$ cat config.mk
export PLATFORM = sky130hd
export DESIGN_NAME = module_ula_74181_seq_ctrl
export DESIGN_NICKNAME = d
export VERILOG_FILES = /design/src/rtl/module_ula_74181_seq_ctrl.sv
export SDC_FILE = /design/constraint.sdc
export NUM_CORES = 1
export LEC_CHECK = 0
export ABC_AREA = 0
export CAP_MARGIN = 20
export CORE_MARGIN = 5
export CORE_UTILIZATION = 25
export CTS_CLUSTER_DIAMETER = 40
export DETAILED_ROUTE_END_ITERATION = 8
export HOLD_SLACK_MARGIN = 0.06
export SLEW_MARGIN = 20
export SYNTH_ARGS = -nofsm -noshare
export SYNTH_HDL_FRONTEND = slang
export SYNTH_SLANG_ARGS = --single-unit
$ cat constraint.sdc
create_clock -name clk -period 3.6 [get_ports clk]
set_input_delay 0.54 -clock clk [delete_from_list [all_inputs] [get_ports clk]]
set_output_delay 0.54 -clock clk [all_outputs]
set_load 0.005 [all_outputs]
$ cat src/rtl/module_ula_74181_seq_ctrl.sv
// Sequences a W-bit ALU operation through an external 4-bit 74181-style ALU, one nibble per cycle, LSB first.
// Latency: start at edge k -> busy cycles k+1..k+N_NIB, done pulse in cycle k+N_NIB+1.
// Backpressure: none; start is only sampled in IDLE, and requests made while busy are dropped, not queued.
module module_ula_74181_seq_ctrl #(
    parameter int N_NIB = 4
) (
    input  logic               clk,
    input  logic               rst,
    input  logic               start,
    input  logic [4*N_NIB-1:0] op_a,
    input  logic [4*N_NIB-1:0] op_b,
    input  logic [3:0]         op_s,
    input  logic               op_m,
    input  logic               op_cin,
    output logic               busy,
    output logic               done,
    output logic [4*N_NIB-1:0] result,
    output logic               c_out,
    output logic               a_eq_b,
    output logic [3:0]         alu_a,
    output logic [3:0]         alu_b,
    output logic [3:0]         alu_s,
    output logic               alu_m,
    output logic               alu_cin,
    output logic               alu_t,
    input  logic [3:0]         alu_f,
    input  logic               alu_cout,
    input  logic               alu_aeqb
);

    localparam int W  = 4 * N_NIB;
    localparam int IW = $clog2(N_NIB);

    typedef enum logic [1:0] {
        IDLE = 2'd0,
        RUN  = 2'd1,
        DONE = 2'd2
    } state_t;

    state_t         state;
    logic [W-1:0]   a_reg;
    logic [W-1:0]   b_reg;
    logic [3:0]     s_reg;
    logic           m_reg;
    logic [IW-1:0]  nib_idx;
    logic           carry_reg;
    logic           eq_reg;

    logic           last_nib;
    logic [IW-1:0]  nib_nxt;
    logic           eq_nxt;

    assign last_nib = (nib_idx == IW'(N_NIB - 1));
    assign nib_nxt  = nib_idx + IW'(1);
    assign eq_nxt   = eq_reg & alu_aeqb;

    // Control FSM; alu_* are registered so the nibble for the next RUN cycle is presented one edge ahead.
    always_ff @(posedge clk) begin
        if (rst) begin
            state     <= IDLE;
            a_reg     <= '0;
            b_reg     <= '0;
            s_reg     <= '0;
            m_reg     <= 1'b0;
            nib_idx   <= '0;
            carry_reg <= 1'b0;
            eq_reg    <= 1'b0;
            busy      <= 1'b0;
            done      <= 1'b0;
            result    <= '0;
            c_out     <= 1'b0;
            a_eq_b    <= 1'b0;
            alu_a     <= '0;
            alu_b     <= '0;
            alu_s     <= '0;
            alu_m     <= 1'b0;
            alu_cin   <= 1'b0;
            alu_t     <= 1'b0;
        end else begin
            case (state)
                IDLE: begin
                    if (start) begin
                        a_reg     <= op_a;
                        b_reg     <= op_b;
                        s_reg     <= op_s;
                        m_reg     <= op_m;
                        nib_idx   <= '0;
                        carry_reg <= op_cin;
                        eq_reg    <= 1'b1;
                        busy      <= 1'b1;
                        alu_a     <= op_a[3:0];
                        alu_b     <= op_b[3:0];
                        alu_s     <= op_s;
                        alu_m     <= op_m;
                        alu_cin   <= op_cin;
                        alu_t     <= 1'b0;
                        state     <= RUN;
                    end
                end
                RUN: begin
                    result[4*nib_idx +: 4] <= alu_f;
                    carry_reg              <= alu_cout;
                    eq_reg                 <= eq_nxt;
                    if (last_nib) begin
                        // nib_idx parks on the top nibble rather than wrapping.
                        busy    <= 1'b0;
                        done    <= 1'b1;
                        c_out   <= alu_cout;
                        a_eq_b  <= eq_nxt;
                        alu_a   <= '0;
                        alu_b   <= '0;
                        alu_s   <= '0;
                        alu_m   <= 1'b0;
                        alu_cin <= 1'b0;
                        alu_t   <= 1'b0;
                        state   <= DONE;
                    end else begin
                        nib_idx <= nib_nxt;
                        alu_a   <= a_reg[4*nib_nxt +: 4];
                        alu_b   <= b_reg[4*nib_nxt +: 4];
                        alu_s   <= s_reg;
                        alu_m   <= m_reg;
                        alu_cin <= alu_cout;
                        alu_t   <= 1'b1;
                    end
                end
                DONE: begin
                    done  <= 1'b0;
                    state <= IDLE;
                end
                default: begin
                    state <= IDLE;
                end
            endcase
        end
    end

endmodule

==> results.txt, run 1 <==
The combined area of the multi-input logic cells came out at 0.00160 sq mm. The tightest min-delay check is of the reg2reg type. Setup violations remaining at the end of the flow were counted as 0. Traced cell by cell, the critical path runs through inv_1, ha_1, mux4_1, nand2_1, a31oi_1. The required time of the critical path is 3800 ps.

The total number of vias came out at 2857. The power density over the cells is 469 mW/mm^2. The core footprint is 0.0131 sq mm. The number of standard cells in the final layout excluding fillers is 629. The first-pass GRT wire length came out at 14.8 mm. The number of rows created at floorplan is 42. On the final layout, the worst clock skew is 7.72 ps. In this run the count of I/O pins placed on the die edge is 82. After detailed routing, the number of remaining DRC violations is 0. The CTS buffer count came out at 9. The largest net degree at the start of global routing came out at 41. The number of input and output port buffers inserted came out at 81. The fraction of the yosys area taken by sequential cells is 46.2%. The floorplan step set the die height to 125 um. The area growth from synthesis to layout is 36.2%. The core utilization of the finished layout came out at 34.6%. The clock root buffer is sky130_fd_sc_hd__clkbuf_16. The post-synth net total is 432. The top fanout value on the critical path is 13. The floorplan die width is 125 um.

The leading area contributor after synthesis is sky130_fd_sc_hd__dfxtp_1. In the layout the commonest cells are sky130_fd_sc_hd__nand2_1, sky130_fd_sc_hd__clkdlybuf4s50_1, sky130_fd_sc_hd__dfxtp_1. The die covers 0.0157 sq mm. For the final routed database, the setup TNS stands at 0 ps.

The post-cts resize count came out at 0. The final hold violation count is 0. The critical path is of the reg2reg type. Clock latency on the worst-skew pair, taken at its later pin, is 330 ps.

Yosys mapped a number of flops with a built-in enable equal to 0. The H-tree was split into 3 levels. The net total in the final layout came out at 501. In this run the tightest slew margin relative to its limit is 45.2%. After the first detailed-routing iteration, the DRC count stood at 177. The detailed-router iteration count before antenna repair came out at 4.

The share of flip-flops with an asynchronous set or reset came out at 0%. The per-cell routed wire length came out at 14.4 um. Dividing the detail-routed via count by the number of cells gives 4.54.

The via count of the first global-routing pass came to 2869. The number of antenna diodes in the final layout is 0. Yosys printed 0 warnings. The number of violations of the max-capacitance limit came out at 0. The netlist uses 36 different library cells.

The number of flip-flops and latches in the synthesized netlist came out at 77. Setup repair after global routing left no endpoint under its margin. By area the synthesized netlist is led by sky130_fd_sc_hd__dfxtp_1, sky130_fd_sc_hd__nand2_1, sky130_fd_sc_hd__a21oi_1. Summed over all cells, the static leakage comes to 1.62 nW. TritonCTS built the clock tree. The maximum vdd drop came out at 0.227 mV. The initial core utilization came out at 25.4%.

The number of buffers inserted to repair setup after CTS came out at 0. The number of buffers added to fix hold violations after cts is 0. Across every metal layer, demand over resource in global routing totals 11.6%. The maximum single-stage delay on the critical path is 760 ps.

Leaving out fill and tap cells, the most frequent cell in the layout is sky130_fd_sc_hd__nand2_1. The combined flip-flop and latch cell area came out at 0.00154 sq mm. No sink is reached through more buffers than the 2 on the longest clock path.

The number of clock sinks seen by CTS came out at 77. The flow ran to the end, and the final reports show no timing, DRC or antenna violations. The number of antenna violations at the first check in global routing was 0. Broken down by cell family, the worst path's largest delay share belongs to adder cells. The fraction of layout instances using a drive strength above 1 came out at 8.83%.

The total detailed-routing wirelength came out at 9.07 mm. Synthesis handed over a netlist of 379 instances. The number of max-slew violations in the final report is 0.

Derived from the worst setup path, the maximum achievable clock frequency is 444 MHz. The post-synth design cell area came out at 0.00333 sq mm. Counting both buffers and inverters, the worst setup path holds a total of 1. The top cell type's share of synthesized area is 46.2%. The worst setup path is captured at a flop. At the pin with the least slew margin, the transition time is 821 ps.

The aggregate global routing overflow is 0. The post-synthesis average cell area came out at 8.79 sq um. The clock period could shrink to 2250 ps. Routability-driven placement finished with a final weighted congestion of 0.789. The leading register cell type out of synthesis is sky130_fd_sc_hd__dfxtp_1. STA puts the critical path data arrival time at 2450 ps. The worst setup path is launched from a flop. The fill cell instance count of the final layout is 1373.

The final critical-path share of the clock period is 62.5%. In this run the remaining antenna-violating nets after routing total 0. The critical path's slowest cell is sky130_fd_sc_hd__ha_1. The detailed-placement wirelength estimate came out at 6.48 mm. The clock edge transition at the registers on the reported setup and hold paths came out at 60 ps. The total instance count after detailed placement is 613.
==> per-layer routing <==
| layer | up-vias | global-route usage [%] | part of all wire (%) |
|---|---|---|---|
| met5 | - | 0 | 0 |
| met1 | 1320 | 15.1 | 47 |
| met4 | 0 | 4.27 | 1.5 |
| li1 | 1457 | - | - |
| met3 | 7 | 2.60 | 4.0 |
| met2 | 73 | 18.9 | 47 |
==> cells in the mapped netlist (3+ instances only) <==
library cell and count:
sky130_fd_sc_hd__buf_6 6, sky130_fd_sc_hd__nor2_1 7, sky130_fd_sc_hd__buf_4 3, sky130_fd_sc_hd__buf_2 9, sky130_fd_sc_hd__o21ai_0 19, sky130_fd_sc_hd__clkbuf_1 8
sky130_fd_sc_hd__nand3_1 10, sky130_fd_sc_hd__inv_1 5, sky130_fd_sc_hd__o22ai_1 6, sky130_fd_sc_hd__nand3b_1 5, sky130_fd_sc_hd__o221a_2 6, sky130_fd_sc_hd__a31oi_1 8
sky130_fd_sc_hd__mux4_1 4, sky130_fd_sc_hd__nor3b_2 3, sky130_fd_sc_hd__dfxtp_1 77, sky130_fd_sc_hd__mux4_2 4, sky130_fd_sc_hd__ha_1 6, sky130_fd_sc_hd__nand4_1 4
sky130_fd_sc_hd__a32oi_1 4, sky130_fd_sc_hd__a21oi_1 56, sky130_fd_sc_hd__nor2b_1 8, sky130_fd_sc_hd__and3b_1 4, sky130_fd_sc_hd__nand2_1 104
==> worst min-delay path: cells and delay by family (launching register included) <==
family	cells	cell delay [ps]
AO/OA/AOI/OAI	1	50
flip-flops	1	300
AND/OR/NAND/NOR	1	50
==> per-stage QoR <==
step / instance area (sq um) / hold slack, ps / total power, mW / setup WS [ps]
after floorplan: 3330 / 432 / 1.11 / 1390
after global placement: 4230 / 438 / 1.23 / 993
after detailed placement: 4230 / 444 / 1.23 / 1170
after CTS: 4540 / 452 / 2.16 / 1290
after global routing: 4540 / 473 / 2.23 / 1150
final: 4540 / 450 / 2.13 / 1350
==> worst paths after layout <==
| path | start | end | slack (ps) | cells after the start |
|---|---|---|---|---|
| hold / removal | result[3] | result[3] | 450 | 2 |
| setup / recovery | nib_idx[1] | alu_b[0] | 1350 | 5 |
| hold reg to reg | result[3] | result[3] | 450 | 2 |
| setup reg to reg | nib_idx[1] | alu_b[0] | 1350 | 5 |
==> cell families (layout without fill, tap and decap cells) <==
| group | count (synthesis) | after routing | synth area share (%) |
|---|---|---|---|
| muxes | 9 | 9 | 6.16 |
| DFF | 77 | 77 | 46.2 |
| adders and majority gates | 6 | 6 | 2.25 |
| AOI/OAI and AO/OA | 101 | 101 | 17.5 |
| buffers and inverters | 34 | 108 | 5.89 |
| and+or+nand+nor | 152 | 152 | 21.9 |
==> layout make-up <==
type,instances,area share (%)
inverter,6,0.496
multi-input combinational,268,35.3
clock inverter,4,1.21
sequential,77,33.9
clock buffer,12,5.65
timing repair buffer,86,18.6
tap,176,4.85
==> where the power goes <==
part           switching [mW]  total [mW]  internal, mW
Clock                   0.340       0.918         0.578
Combinational           0.141       0.289         0.147
Sequential             0.0244       0.924         0.900
Power figures use the tool's default switching activity.
==> run 2, diff against run 1 <==
==> constraint.sdc (replaced) <==
create_clock -name clk -period 1.9 [get_ports clk]
set_input_delay 0.285 -clock clk [delete_from_list [all_inputs] [get_ports clk]]
set_output_delay 0.285 -clock clk [all_outputs]
set_load 0.005 [all_outputs]
==> run 2 against run 1 <==
Sequential share of layout area decreased by 0.40 points. Total power increased by 84%. Register-to-register slack got worse by 1100 ps. Largest cell class unchanged. Die area unchanged. Clock power increased by 74%. Sequential power increased by 90%. Critical path type unchanged.
==> results.txt, run 2 (synthesis gave the netlist of run 1 again) <==
The number of violations of the max-capacitance limit came out at 0. Counting the buffers created by CTS gives 9. The pre-CTS setup slack is 146 ps. Along the worst path, the maximum fanout reaches 13. The total detailed-routing wirelength is 9.04 mm.

Dividing the detail-routed wire length by the instance count gives 14.2 um. Summed over all nets, the switching power comes to 981 uW. The maximum vdd drop is 0.468 mV. The cell family contributing the most delay on the critical path is multiplexers.

The total number of vias came out at 2869. The power density over the cells came out at 852 mW/mm^2. The number of rows created at floorplan came out at 42. The worst register-to-register path begins at nib_idx[1].

The clock period could shrink to 1670 ps. The weighted congestion at the end of routability-driven global placement is 0.773. In the global route stage, overall resource usage came out at 11.8%. The initial utilization of the core area, before any placement, comes to 25.4%.

In this design, the stage delay of the slowest critical-path cell is 580 ps. Per report_power, the clock group accounts for 40.8% of the total. The number of buffers inserted to repair setup after CTS came out at 0. STA classifies the critical path endpoint as a flop. At the pin with the least slew margin, the transition time is 524 ps. The final hold violation count came out at 0. The total leakage power is 1.65 nW.

The sequential fraction of design power came out at 44.9%. The required time of the critical path is 2120 ps. The number of cells on the worst reg-to-reg path is 5. The total inserted antenna cells came out at 0. The core footprint is 0.0131 sq mm. The number of antenna violations at the first check in global routing came to 0. The number of H-tree levels is 3. The worst register-to-register path has a setup slack of 230 ps.

The flow ran to the end, and the final reports show no timing, DRC or antenna violations. The worst hold path passes through 3 cells. The count of endpoints failing setup in the final report came out at 0. Summed over all layers, the global routing overflow is 0. In this run, the combinational gates consume 14.3% of the power. The full die area is 0.0157 sq mm.

The clock passes through at most 2 buffers. The detailed-router iteration count before antenna repair is 4. The first-pass GRT wire length came out at 14.8 mm. Among all stages on the critical path, the largest delay is contributed by sky130_fd_sc_hd__mux4_1. The largest net degree at the start of global routing came out at 41. After detailed routing, the number of remaining DRC violations is 0.

The violation count after the first detailed-route iteration is 166. The critical path is of the reg2reg type. The number of max-slew violations in the final report came out at 0. The fraction of layout instances using a drive strength above 1 came out at 10.4%.

The final worst hold slack is 439 ps. The buffers plus inverters on the worst setup path is 1. The floorplan die width is 125 um. The clock edge transition at the registers on the reported setup and hold paths is 60 ps. The vertical die dimension is 125 um. The post-cts resize count is 0. The worst setup path startpoint is nib_idx[1]. The top cell types in the final layout, fill and taps aside, are sky130_fd_sc_hd__nand2_1, sky130_fd_sc_hd__clkdlybuf4s50_1, sky130_fd_sc_hd__dfxtp_1.

The number of clock sinks seen by CTS is 77. The final-layout setup total negative slack is 0 ps. Net switching is 25.1% of the power. The worst path setup slack after routing came out at 228 ps. The achievable clock frequency is 598 MHz. The area growth from synthesis to layout is 38.0%. The residual antenna-violating net count after detailed routing is 0. The net total in the final layout is 508. The via count of the first global-routing pass is 2958. TritonCTS built the clock tree.

The number of buffers added to fix hold violations after cts came out at 0. CTS placed an instance of sky130_fd_sc_hd__clkbuf_16 at the clock tree root. The clock arrives with 8.00 ps of skew. The endpoint of the worst register-to-register path is alu_a[3]. The path class of the lowest-slack min-delay path is in2reg. For hold timing, the worst endpoint is busy. Measured against its own limit, the worst slew margin works out to 65.0%. In this run the count of I/O pins placed on the die edge is 82. Walking the worst path, the cells encountered are inv_1, ha_4, mux4_1, nand2_1, a31oi_1. Setup repair after global routing left no endpoint under its margin. The number of input and output port buffers inserted came out at 81. STA puts the critical path data arrival time at 1890 ps. The worst hold path begins at rst.

The worst setup path is launched from a flop. The detail-routed via count per cell is 4.51. The commonest non-fill, non-tap cell in the layout is sky130_fd_sc_hd__nand2_1. The internal portion of the total power is 2.94 mW. For the worst-skew pair, the clock arrives at the later sink with an insertion delay of 330 ps.

The detailed-placement wirelength estimate came out at 6.59 mm. The worst path uses 88.0% of the clock period. The design draws 3.92 mW.
==> run 2: worst register-to-register path, delay by kind of cell, from the launching register on <==
family / cells / cell delay [ps]
DFF: 1 / 320
AOI/OAI and AO/OA: 1 / 70
and+or+nand+nor: 1 / 80
adders and majority gates: 1 / 420
buffers and inverters: 1 / 90
muxes: 1 / 590
==> run 2: area by class of cell <==
cell class / count / area [sq um]
Fill cell: 1365 / 8540
Multi-Input combinational cell: 268 / 1610
Sequential cell: 77 / 1540
Timing Repair Buffer: 93 / 921
Clock buffer: 12 / 246
Tap cell: 176 / 220
Clock inverter: 4 / 31.3
Inverter: 6 / 22.5
==> run 2: worst max-delay path by stage <==
stage	to	cells after the start
floorplan	alu_a[1]	8
CTS	alu_a[3]	5
global placement	b_reg[14]	6
finish	alu_a[3]	5
detailed placement	b_reg[0]	6
global route	alu_a[1]	5
==> run 2: power groups by stage <==
stage	Clock (mW)	Combinational (mW)	Sequential, mW
floorplan	0	0.332	1.78
global placement	0	0.556	1.79
detailed placement	0	0.565	1.80
CTS	1.63	0.567	1.76
global route	1.70	0.620	1.77
finish	1.60	0.560	1.76
==> run 2: metrics by stage <==
| stage | instance area (sq um) | utilization, % | instances |
|---|---|---|---|
| after floorplan | 3360 | - | 379 |
| after global placement | 4320 | 32.9 | 620 |
| after detailed placement | 4320 | 32.9 | 620 |
| after CTS | 4600 | 35.0 | 636 |
| after global routing | 4600 | 35.0 | 636 |
| final | 4600 | 35.0 | 636 |
==> run 2: per-layer routing <==
| metal | global-route usage [%] | routed length [um] | vias up | share of wire [%] |
|---|---|---|---|---|
| li1 | - | - | 1474 | - |
| met4 | 4.15 | 125 | 0 | 1.4 |
| met1 | 13.6 | 4050 | 1329 | 45 |
| met3 | 4.39 | 480 | 7 | 5.3 |
| met2 | 19.9 | 4380 | 59 | 48 |
| met5 | 0 | 0 | - | 0 |
